--- src/rtl/wb_ctrl.sv ---
// rtl/wb_ctrl.sv - register file writeback merge with pending-load scoreboard and hazard stall
module wb_ctrl #(
  parameter int REG_ADDR_W = 5,
  parameter int DATA_W     = 32,
  parameter int REGNUM     = 32,
  parameter int LQ_DEPTH   = 2
) (
  input  logic                        clk,
  input  logic                        rstn,
  input  logic                        ex_valid,
  input  logic [REG_ADDR_W-1:0]       ex_rd,
  input  logic [DATA_W-1:0]           ex_data,
  output logic                        ex_ready,
  input  logic                        ld_issue_valid,
  input  logic [REG_ADDR_W-1:0]       ld_issue_rd,
  output logic                        ld_issue_ready,
  input  logic                        ld_rsp_valid,
  input  logic [DATA_W-1:0]           ld_rsp_data,
  output logic                        ld_rsp_ready,
  input  logic [REG_ADDR_W-1:0]       rs1_raddr,
  input  logic [REG_ADDR_W-1:0]       rs2_raddr,
  output logic                        hazard_stall,
  output logic [REG_ADDR_W-1:0]       rd_waddr,
  output logic [DATA_W-1:0]           rd_wdata,
  output logic                        wen,
  output logic [$clog2(LQ_DEPTH):0]   lq_count
);

  // A depth of one still needs a one-bit pointer that simply stays at zero.
  localparam int PTR_W = (LQ_DEPTH > 1) ? $clog2(LQ_DEPTH) : 1;
  localparam int CNT_W = $clog2(LQ_DEPTH) + 1;

  logic [REGNUM-1:0]     pending;
  logic [REGNUM-1:0]     pending_nxt;
  logic [REG_ADDR_W-1:0] lq_mem [LQ_DEPTH];
  logic [PTR_W-1:0]      rd_ptr;
  logic [PTR_W-1:0]      wr_ptr;
  logic [CNT_W-1:0]      count;

  logic                  lq_full;
  logic                  lq_empty;
  logic [REG_ADDR_W-1:0] head_rd;
  logic                  issue_fire;
  logic                  rsp_fire;
  logic                  ex_fire;
  logic                  issue_rd_busy;
  logic                  ex_rd_busy;
  logic                  rs1_hazard;
  logic                  rs2_hazard;

  // Pointer advance with explicit wrap so non-power-of-two slips stay correct.
  function automatic logic [PTR_W-1:0] ptr_inc(input logic [PTR_W-1:0] p);
    if (p == PTR_W'(LQ_DEPTH - 1)) begin
      return '0;
    end
    return p + 1'b1;
  endfunction

  assign lq_full  = (count == CNT_W'(LQ_DEPTH));
  assign lq_empty = (count == '0);
  assign head_rd  = lq_mem[rd_ptr];
  assign lq_count = count;

  // x0 never blocks: its pending bit is held at zero, but keep the test explicit.
  assign issue_rd_busy = (ld_issue_rd != '0) && pending[ld_issue_rd];
  assign ex_rd_busy    = (ex_rd != '0) && pending[ex_rd];

  assign ld_issue_ready = !lq_full && !issue_rd_busy;
  assign ld_rsp_ready   = !lq_empty;
  // Load data owns the write port when it returns; execute also waits out a WAW on a load.
  assign ex_ready       = !rsp_fire && !ex_rd_busy;

  assign issue_fire = ld_issue_valid && ld_issue_ready;
  assign rsp_fire   = ld_rsp_valid && ld_rsp_ready;
  assign ex_fire    = ex_valid && ex_ready;

  // A source is unsafe while a load owes it data or while its write is still heading to the register file.
  assign rs1_hazard = (rs1_raddr != '0) &&
                      (pending[rs1_raddr] || (wen && (rd_waddr == rs1_raddr)));
  assign rs2_hazard = (rs2_raddr != '0) &&
                      (pending[rs2_raddr] || (wen && (rd_waddr == rs2_raddr)));
  assign hazard_stall = rs1_hazard || rs2_hazard;

  // Scoreboard next state: retire the head load, then mark the newly issued one.
  always_comb begin
    pending_nxt = pending;
    if (rsp_fire) begin
      pending_nxt[head_rd] = 1'b0;
    end
    if (issue_fire && (ld_issue_rd != '0)) begin
      pending_nxt[ld_issue_rd] = 1'b1;
    end
    pending_nxt[0] = 1'b0;
  end

  // Scoreboard register.
  always_ff @(posedge clk or negedge rstn) begin
    if (!rstn) begin
      pending <= '0;
    end else begin
      pending <= pending_nxt;
    end
  end

  // Load queue entries; contents are don't-care while their slot is empty.
  always_ff @(posedge clk) begin
    if (issue_fire) begin
      lq_mem[wr_ptr] <= ld_issue_rd;
    end
  end

  // Load queue pointers and occupancy; x0 loads occupy a slot to keep responses aligned.
  always_ff @(posedge clk or negedge rstn) begin
    if (!rstn) begin
      rd_ptr <= '0;
      wr_ptr <= '0;
      count  <= '0;
    end else begin
      if (issue_fire) begin
        wr_ptr <= ptr_inc(wr_ptr);
      end
      if (rsp_fire) begin
        rd_ptr <= ptr_inc(rd_ptr);
      end
      case ({issue_fire, rsp_fire})
        2'b10:   count <= count + 1'b1;
        2'b01:   count <= count - 1'b1;
        default: count <= count;
      endcase
    end
  end

  // Write port register: load response first, execute second, otherwise drop wen and hold address/data.
  always_ff @(posedge clk or negedge rstn) begin
    if (!rstn) begin
      wen      <= 1'b0;
      rd_waddr <= '0;
      rd_wdata <= '0;
    end else if (rsp_fire) begin
      wen      <= (head_rd != '0);
      rd_waddr <= head_rd;
      rd_wdata <= ld_rsp_data;
    end else if (ex_fire) begin
      wen      <= (ex_rd != '0);
      rd_waddr <= ex_rd;
      rd_wdata <= ex_data;
    end else begin
      wen      <= 1'b0;
    end
  end

endmodule

--- config.mk ---
export PLATFORM = sky130hd
export DESIGN_NAME = wb_ctrl
export DESIGN_NICKNAME = d
export VERILOG_FILES = /design/src/rtl/wb_ctrl.sv
export SDC_FILE = /design/constraint.sdc
export NUM_CORES = 1
export LEC_CHECK = 0
export ABC_CLOCK_PERIOD_IN_PS = 6000
export BUFFER_PORTS_ARGS = -buffer_cell sky130_fd_sc_hd__buf_2
export CAP_MARGIN = 20
export CORE_MARGIN = 2
export CORE_UTILIZATION = 60
export CTS_BUF_LIST = sky130_fd_sc_hd__clkbuf_2 sky130_fd_sc_hd__clkbuf_4 sky130_fd_sc_hd__clkbuf_8
export DETAILED_ROUTE_END_ITERATION = 12
export PLACE_DENSITY_LB_ADDON = 0.1
export RECOVER_POWER = 100
export SETUP_SLACK_MARGIN = 0.2
export SYNTH_ARGS = -nofsm -noshare
export SYNTH_HDL_FRONTEND = slang
export SYNTH_SLANG_ARGS = --single-unit
--- constraint.sdc ---
create_clock -name clk -period 6 [get_ports clk]
set_input_delay 0.6 -clock clk [delete_from_list [all_inputs] [get_ports clk]]
set_output_delay 0.6 -clock clk [all_outputs]
set_load 0.005 [all_outputs]
==> results of run 1 <==
-- routing by layer --
metal  vias up  wire [um]  share of wire (%)
met5         -          0                  0
met4         0        336                2.3
met3        39       1250                8.7
met2       247       7090                 49
met1      2226       5710                 40
li1       2104          -                  -
-- power groups by stage --
| stage | registers [mW] | logic [mW] | clock network [mW] |
|---|---|---|---|
| global placement | 1.08 | 1.24 | 0 |
| finish | 1.09 | 1.18 | 0.382 |
| CTS | 1.07 | 1.27 | 0.389 |
| detailed placement | 1.09 | 1.27 | 0 |
| floorplan | 1.01 | 0.912 | 0 |
| global route | 1.12 | 1.29 | 0.412 |
-- sequential cells by signal, indices dropped and copies added (netlist names) --
register and count:
lq_count 2, wen 1, wr_ptr 1, lq_mem 10, rd_ptr 1, pending 31, rd_wdata 32, rd_waddr 5
-- layout by cell type, fill, tap and decap left out, types with 3 or more instances in the layout --
cell type	instances
nor2_1	114
buf_2	110
dfrtp_1	73
o21ai_0	43
mux4_2	30
o31ai_1	29
a221oi_1	27
nand2_1	25
clkbuf_1	23
mux2i_1	17
nor3_1	10
a21oi_1	10
edfxtp_1	10
clkbuf_8	9
nor2b_1	6
nand3_1	6
xnor2_1	6
xor2_1	6
a221oi_2	6
mux2_2	5
buf_4	5
inv_1	4
nor4_1	4
a31oi_1	3
nand3b_1	3
inv_6	3
-- kinds of logic (layout without fill, tap and decap cells) --
logic type	Yosys count	after routing	share of synthesized area (%)
AOI/OAI and AO/OA	127	127	20.5
xor gates and xnor gates	12	12	2.01
buffers and inverters	45	158	4.15
DFF	83	83	40.6
muxes	52	52	17.2
and+or+nand+nor	183	183	15.5
-- worst max-delay path: cells and delay by family (launching register included) --
family                 cells  cell delay (ns)
AND/OR/NAND/NOR            2             0.21
flip-flops                 1             0.45
buffers and inverters      2             0.75
AO/OA/AOI/OAI              4             2.35
-- area by class of cell --
class,instances,area (sq um)
multi-input cells,374,2750
fillers,731,2710
flip-flops and latches,83,2130
repair buffers,138,674
well taps,108,135
clock buffers,9,124
clock inverters,7,58.8
inverters,4,15.0
-- worst max path at each step --
stage                         endpoint  slack [ns]  depth (start not counted)
after CTS                     ex_ready        3.03                          7
final                      rd_waddr[2]        2.05                          8
after detailed placement   rd_waddr[4]        2.74                          8
after global placement     rd_waddr[4]        2.80                          8
after floorplan           hazard_stall        3.15                          5
after global routing       rd_waddr[2]        1.66                          8
-- per-stage QoR --
stage	total power, mW	hold WS, ns	instance area, sq um	utilization (%)
after floorplan	1.92	0.304	5240	-
after global placement	2.31	0.487	5890	68.5
after detailed placement	2.35	0.486	5890	68.5
after CTS	2.73	0.463	6070	70.7
after global routing	2.82	0.451	5880	68.5
final	2.65	0.436	5880	68.5
==> results_dict.tcl, run 1 <==
set metrics [dict create \
    outcome "complete, but fails checks" \
    violations "capacitance limit, slew limit" \
    required_ns 6.19 \
    hold_viol_final 0 \
    clock_sinks 83 \
    worst_pin_slew_ns 2.78 \
    post-cts-setup-buffer-count 0 \
    yosysWarnings 0 \
    dp_slack_ns 2.74 \
    synth_seq_cells 83 \
    yosysSeqAreaShare_pct 40.6 \
    grt_usage_pct 30.5 \
    io_buffers 132 \
    postSynthCellCount 502 \
    layout-drive-gt1-share_pct 29.1 \
    htree_levels 3 \
    grtUsageMet3_pct 5.76 \
    use_met1_pct 39.6 \
    p_sw_share_pct 41.5 \
    grt_pass1_wl_um 23300 \
    clk_latency_ns 0.36 \
    peakVddDrop_uv 199 \
    cts_buffer_depth 2 \
    max_freq_mhz 253 \
    dr.pass1.iters 5 \
    syn_nets 591 \
    dp_cells 707 \
    worstReg2RegEnd "rd_waddr[2]" \
    finClkSkew_ns 0.0125 \
    dr_total_vias 4616 \
    grt_antenna_before_repair 0 \
    rsz0062_at_grt "no" \
    core_sq_mm 0.00859 \
    cp-end-kind "flip-flop" \
    synthFlopType "dfrtp_1" \
    nNetsFinal 699 \
    crit_path_start_kind "flip-flop" \
    stdcell_count 723 \
    clockRootBuffer "clkbuf_8" \
    grt_use_met2_pct 51.4 \
    p_per_area_mw_per_mm2 451 \
    async_reset_ff_share_pct 88.0 \
    post_cts_resized 0 \
    synth_edf_count 10 \
    grt-ovfl-total 0 \
    path_max_fanout 38 \
    die_w_um 97.5 \
    cell_internal_pwr_mw 1.55 \
    io_pins 133 \
    slowest_stage "o21ai_0" \
    slowest_delay_ns 2.10 \
    cts_tree "done" \
    hold_class "input pin to async pin" \
    power.share.sequential_pct 41.1 \
    die_area_sq_mm 0.00950 \
    setup.worst_path.class "flip-flop to flip-flop" \
    synth_common_cells "114 x nor2_1, 73 x dfrtp_1, 40 x o21ai_0, 30 x a221oi_2, 30 x mux4_2" \
    comb_power_share_pct 44.5 \
    drv_cap 1 \
    viasPerCell 6.38 \
    yosysTopAreaCellShare_pct 34.9 \
    layout_setup_ws_ns 2.05 \
    remaining_drc_errors 0 \
    synth.largest_area_cell "dfrtp_1" \
    tns_ns 0 \
    setup_viol 0 \
    initial_utilization_pct 61.0 \
    r2r-start "lq_count[1]" \
    drt_iter0_drc 273 \
    slew_viol_final 26 \
    wl_per_cell_um 19.9 \
    grt-busiest-layer "met2" \
    r2r_cells 8 \
    syn_avg_cell_area_sq_um 10.4 \
    grt_pass1_vias 4639 \
    rows 34 \
    hpwl_um 10300 \
    slew_headroom_pct -87.0 \
    die_h_um 97.5 \
    crit_chain "o21ai_0 > buf_4 > nand2_1 > buf_4 > nor2_1 > o31ai_1 > o31ai_1 > a2111oi_0" \
    arrival_ns 4.14 \
    cts_buffers 9 \
    grt_max_degree 74 \
    place_congestion 0.967 \
    finalCritPeriodShare_pct 65.9 \
    insertedDiodeCount 0 \
    rrSetupSlack_ns 2.05 \
    drtAntennaViolNets 0 \
    clockPowerShare_pct 14.4 \
    synth_area_leaders "dfrtp_1 35%, mux4_2 13%, a221oi_2 8.6%" \
    leakage_nw 2.44 \
    startpoint "lq_count[1]" \
    netlist_area_sq_mm 0.00524 \
    synth_cell_types 45 \
    yosysMostFrequentCell "nor2_1" \
    finalCriticalPeriod_ns 3.95 \
    p_switching_mw 1.10 \
    cts_hold_buf 0 \
    clkTransAtPathRegs_ns 0.10 \
    area_delta_synth_final_pct 12.2 \
    routed_wl_um 14400 \
]
Note: power is estimated with default switching activity, not from simulation.
==> run 2, diff against run 1 <==
- ABC_CLOCK_PERIOD_IN_PS: 6000 -> 3500
- CORE_UTILIZATION: 60 -> 50
- clock period: 6 -> 3.5 ns (I/O delays scaled with it)
==> run 2 against run 1 <==
  * The flow still finishes with violations (capacitance limit, slew limit)
  * Largest cell class unchanged
  * Final cell count is 4.1% higher
  * Die area is 19% higher
  * Combinational power is 71% higher
==> results_dict.tcl, run 2 (synthesis gave the netlist of run 1 again) <==
set metrics [dict create \
    rrSetupSlack_ns 0.65 \
    core_sq_mm 0.0102 \
    hold_viol_final 0 \
    die_w_um 106 \
    grtUsageMet3_pct 5.27 \
    dr_total_vias 4645 \
    grt_antenna_before_repair 0 \
    crit_path_start_kind "flip-flop" \
    cts_buffers 9 \
    clockRootBuffer "clkbuf_8" \
    utilization_pct 57.9 \
    grt_use_met2_pct 44.1 \
    setup.worst_path.class "flip-flop to primary output" \
    grt_usage_pct 27.4 \
    rsz0062_at_grt "no" \
    nNetsFinal 701 \
    finClkSkew_ns 0.0155 \
    remaining_drc_errors 0 \
    grt-busiest-layer "met2" \
    tns_ns 0 \
    htree_levels 3 \
    die_area_sq_mm 0.0113 \
    hold_class "input pin to flip-flop" \
    cts_tree "done" \
    io_buffers 132 \
    p_per_area_mw_per_mm2 786 \
    place_congestion 0.962 \
    clk_latency_ns 0.38 \
    clkTransAtPathRegs_ns 0.08 \
    cts_buffer_depth 2 \
    required_ns 3.15 \
    outcome "complete, but fails checks" \
    largestRegisters "rd_wdata (32), pending (31), lq_mem (10)" \
    io_pins 133 \
    drtAntennaViolNets 0 \
    routed_wl_um 15300 \
    slew_headroom_pct -47.3 \
    area_delta_synth_final_pct 13.1 \
    drv_cap 1 \
    mostFrequentLayoutCells "114 x nor2_1, 107 x buf_2, 73 x dfrtp_1" \
    worstReg2RegEnd "rd_wdata[30]" \
    worst_pin_slew_ns 2.21 \
    largest_register_ffs 32 \
    die_h_um 106 \
    regMostFlops "rd_wdata" \
    grt_pass1_vias 4412 \
    p_switching_mw 1.89 \
    slew_viol_final 40 \
    finalCritPeriodShare_pct 83.6 \
    comb_power_share_pct 43.4 \
    hpwl_um 11200 \
    peakVddDrop_uv 345 \
    power.share.sequential_pct 40.8 \
    insertedDiodeCount 0 \
    post-cts-setup-buffer-count 0 \
    cell_internal_pwr_mw 2.77 \
    max_freq_mhz 342 \
    layout_commonest_cell "nor2_1" \
    arrival_ns 2.57 \
    grt-ovfl-total 0 \
    grt_max_degree 40 \
    grt_pass1_wl_um 23800 \
    leakage_nw 2.45 \
    wl_per_cell_um 20.3 \
    clock_sinks 83 \
    min_from "ld_rsp_data[25]" \
    post_cts_resized 0 \
    initial_utilization_pct 51.2 \
    min_to "rd_wdata[25]" \
    holdPathStages 3 \
    setup_viol 0 \
    use_met1_pct 37.3 \
    dr.pass1.iters 5 \
    path_max_fanout 5 \
    r2r_cells 7 \
    cp-end-kind "primary output" \
    viasPerCell 6.17 \
    clockPowerShare_pct 15.7 \
    n_fill_cell 957 \
    r2r-start "pending[30]" \
    p_sw_share_pct 40.6 \
    drt_iter0_drc 408 \
    finalCriticalPeriod_ns 2.92 \
    rows 37 \
    layout-drive-gt1-share_pct 28.2 \
    violations "capacitance limit, slew limit" \
    cts_hold_buf 0 \
]
## run 2: cell types whose count changed in the layout (fill, tap and decap cells not counted), sizes merged
cell,before,now
inv,7,4
clkinv,2,1
bufinv,0,1
clkbuf,32,37
## run 2: layout make-up
cell class	count	area, sq um	area share (%)
inverter	4	15.0	0.253
clock inverter	4	50.0	0.844
clock buffer	12	159	2.68
multi-input combinational	374	2710	45.7
tap	136	170	2.87
sequential	83	2130	35.9
timing repair buffer	140	701	11.8
## run 2: how the worst max path moves through the flow
stage	depth (start not counted)	startpoint	to	slack, ns
after global placement	8	ex_rd[1]	rd_wdata[1]	0.71
after detailed placement	8	ex_rd[1]	rd_wdata[0]	0.62
final	6	pending[30]	ex_ready	0.58
after global routing	7	ld_issue_rd[0]	pending[16]	0.45
after floorplan	5	rs2_raddr[0]	hazard_stall	1.15
after CTS	6	pending[30]	ex_ready	0.87
## run 2: per-layer routing
metal / part of all wire (%) / vias to the layer above
li1: - / 2100
met1: 40 / 2247
met2: 48 / 265
met3: 9.3 / 33
met4: 2.2 / 0
met5: 0 / -
## run 2: power groups by stage
stage	clock network (mW)	registers, mW	logic (mW)
after floorplan	0	1.74	1.56
after global placement	0	1.88	2.16
after detailed placement	0	1.90	2.21
after CTS	0.744	1.88	2.22
after global routing	0.783	1.96	2.22
final	0.734	1.90	2.02
## run 2: per-stage QoR
| stage | area (sq um) | setup slack, ns | instances | hold slack [ns] | total power, mW |
|---|---|---|---|---|---|
| after floorplan | 5240 | 1.15 | 502 | 0.0544 | 3.30 |
| after global placement | 5970 | 0.707 | 737 | 0.487 | 4.04 |
| after detailed placement | 5970 | 0.616 | 737 | 0.493 | 4.11 |
| after CTS | 6180 | 0.869 | 753 | 0.146 | 4.84 |
| after global routing | 5930 | 0.452 | 753 | 0.248 | 4.96 |
| final | 5930 | 0.575 | 753 | 0.249 | 4.66 |
## run 2: critical path: stages (launching register included)
cell and delay (ns):
dfrtp_1 0.46, mux4_2 0.48, nand2b_1 0.15, a311oi_1 0.65
nor3_4 0.11, a21oi_1 0.19, clkbuf_1 0.17
==> run 3, diff against run 2 <==
- ABC_CLOCK_PERIOD_IN_PS: 3500 -> 2500
- clock period: 3.5 -> 2.5 ns (I/O delays scaled with it)
==> run 3 against run 2 <==
  * The run ends with setup timing left
  * Total power up 54%
  * Worst hold slack worse by 0.13 ns
  * Clock-buffer cell count up 2
  * Sequential power up 41%
  * Critical path type unchanged
  * Largest power group unchanged
  * Highest routed layer unchanged
==> results_dict.tcl, run 3 (synthesis gave the netlist of run 1 again) <==
set metrics [dict create \
    outcome "complete, but fails checks" \
    violations "setup timing" \
    hold_class "input pin to flip-flop" \
    setup.worst_path.class "flip-flop to primary output" \
    clockPowerShare_pct 15.4 \
    finClkSkew_ns 0.0129 \
    p_sw_share_pct 40.3 \
    area_delta_synth_final_pct 23.6 \
    cp-end-kind "primary output" \
    io_buffers 132 \
    multi_input_area_sq_mm 0.00301 \
    required_ns 2.25 \
    wl_per_cell_um 21.0 \
    slowest_delay_ns 0.52 \
    slew_headroom_pct 43.3 \
    cts_tree "done" \
    grt_usage_pct 28.8 \
    rsz0062_at_grt "yes" \
    clockRootBuffer "clkbuf_8" \
    mostFrequentLayoutCells "114 x nor2_1, 112 x buf_2, 62 x dfrtp_1" \
    grt_antenna_before_repair 0 \
    routed_wl_um 16300 \
    grt-ovfl-total 0 \
    largestRegisters "rd_wdata (32), pending (31), lq_mem (10)" \
    clk_latency_ns 0.38 \
    hold_viol_final 0 \
    finalCriticalPeriod_ns 2.52 \
    startpoint "pending[31]" \
    hold_ws_ns 0.115 \
    regMostFlops "rd_wdata" \
    insertedDiodeCount 0 \
    grt_pass1_vias 4812 \
    viasPerCell 6.16 \
    cell_internal_pwr_mw 4.29 \
    path_common_cell "mux4_2" \
    cts_buffer_depth 2 \
    layout-drive-gt1-share_pct 38.9 \
    path_max_fanout 5 \
    largest_register_ffs 32 \
    hpwl_um 11700 \
    remaining_drc_errors 0 \
    max_freq_mhz 396 \
    die_h_um 106 \
    r2r-start "pending[19]" \
    place_congestion 0.948 \
    p_switching_mw 2.89 \
    rows 37 \
    htree_levels 3 \
    r2r_cells 7 \
    dr_total_vias 4784 \
    crit_chain "mux4_2 > mux4_2 > mux2i_1 > nand3_1 > buf_2" \
    drtAntennaViolNets 0 \
    nNetsFinal 724 \
    crit_path_start_kind "flip-flop" \
    core_sq_mm 0.0102 \
    layout_setup_ws_ns -0.0248 \
    utilization_pct 63.3 \
    clock_sinks 83 \
    p_per_area_mw_per_mm2 1110 \
    n_fill_cell 887 \
    comb_power_share_pct 47.3 \
    leakage_nw 2.66 \
    io_pins 133 \
    register_area_sq_mm 0.00214 \
    clkTransAtPathRegs_ns 0.08 \
    power.share.sequential_pct 37.3 \
    drv_cap 0 \
    slowest_stage "mux4_2" \
    die_w_um 106 \
    finalCritPeriodShare_pct 101 \
    peakVddDrop_uv 513 \
    dr.pass1.iters 5 \
    slew_viol_final 0 \
    grt_pass1_wl_um 25200 \
    crit_end "hazard_stall" \
    initial_utilization_pct 51.2 \
    worstReg2RegEnd "lq_count[1]" \
    cts_buffers 9 \
    worst_pin_slew_ns 0.841 \
    grt_max_degree 32 \
    rrSetupSlack_ns 0.10 \
    arrival_ns 2.27 \
    die_area_sq_mm 0.0113 \
    setup_viol 1 \
    layout_commonest_cell "nor2_1" \
    drt_iter0_drc 410 \
]
==> run 3: changes by cell type in the layout (fill, tap and decap cells not counted), moves of 3 or more <==
| cell | delta |
|---|---|
| o21ai_1 | +3 |
| clkbuf_4 | +5 |
| buf_4 | +10 |
| dfrtp_2 | +11 |
| a221oi_1 | -30 |
| buf_2 | +5 |
| dfrtp_1 | -11 |
| a221oi_2 | +27 |
| a221oi_4 | +3 |
==> run 3: power by group through the flow <==
stage          sequential (mW)  combinational (mW)  clock [mW]
4_1_cts                   2.64                3.26        1.13
3_5_place_dp              2.66                3.23           0
6_report                  2.68                3.39        1.11
5_1_grt                   2.74                3.68        1.18
2_1_floorplan             2.43                2.19           0
3_3_place_gp              2.63                3.18           0
==> run 3: layer usage <==
metal	wire length [um]	track usage, %
met1	6340	36.8
met2	8080	47.8
met3	1490	5.27
met4	414	12.4
met5	0	0
==> run 3: how the worst min path moves through the flow <==
stage | from | to | slack, ns | depth (start not counted)
2_1_floorplan | rstn | lq_count[0] | -0.05 | 0
3_3_place_gp | rstn | rd_wdata[17] | 0.16 | 1
3_5_place_dp | rstn | rd_wdata[17] | 0.16 | 1
4_1_cts | ld_rsp_valid | lq_count[1] | 0.13 | 2
5_1_grt | ld_rsp_valid | lq_count[1] | 0.14 | 2
6_report | ld_rsp_valid | lq_count[1] | 0.12 | 2
==> run 3: per-stage QoR <==
| step | area [sq um] | power (mW) | cells | setup TNS [ns] | worst slack, ns |
|---|---|---|---|---|---|
| floorplan | 5240 | 4.62 | 502 | 0 | 0.300 |
| global placement | 6120 | 5.80 | 755 | 0 | 0.173 |
| detailed placement | 6120 | 5.90 | 755 | 0 | 0.126 |
| CTS | 6360 | 7.02 | 773 | 0 | 0.00495 |
| global route | 6480 | 7.60 | 776 | -0.0828 | -0.0453 |
| finish | 6480 | 7.18 | 776 | -0.0248 | -0.0248 |
==> run 3: repair_timing <==
| action | 4_1_cts | 5_1_grt |
|---|---|---|
| hold buffers | 1 | 0 |
| resized for setup | 2 | 33 |
| hold endpoints to repair | 12 | 0 |
| pin swaps | 3 | 10 |
| buffers inserted | 1 | 0 |
| cloned | 0 | 3 |
| endpoints found under the setup margin | 6 | 38 |
==> run 3: final cells by class <==
class	instances	area share [%]
clock inverter	2	0.927
multi-input combinational	374	46.4
tap	136	2.63
timing repair buffer	163	14.2
clock buffer	14	2.49
inverter	4	0.232
sequential	83	33.0
==> run 3: critical path, delay by kind of cell, from the launching register on <==
family | cells | cell delay [ns]
buffers and inverters | 1 | 0.16
flip-flops | 1 | 0.43
multiplexers | 3 | 1.16
AND/OR/NAND/NOR | 1 | 0.14
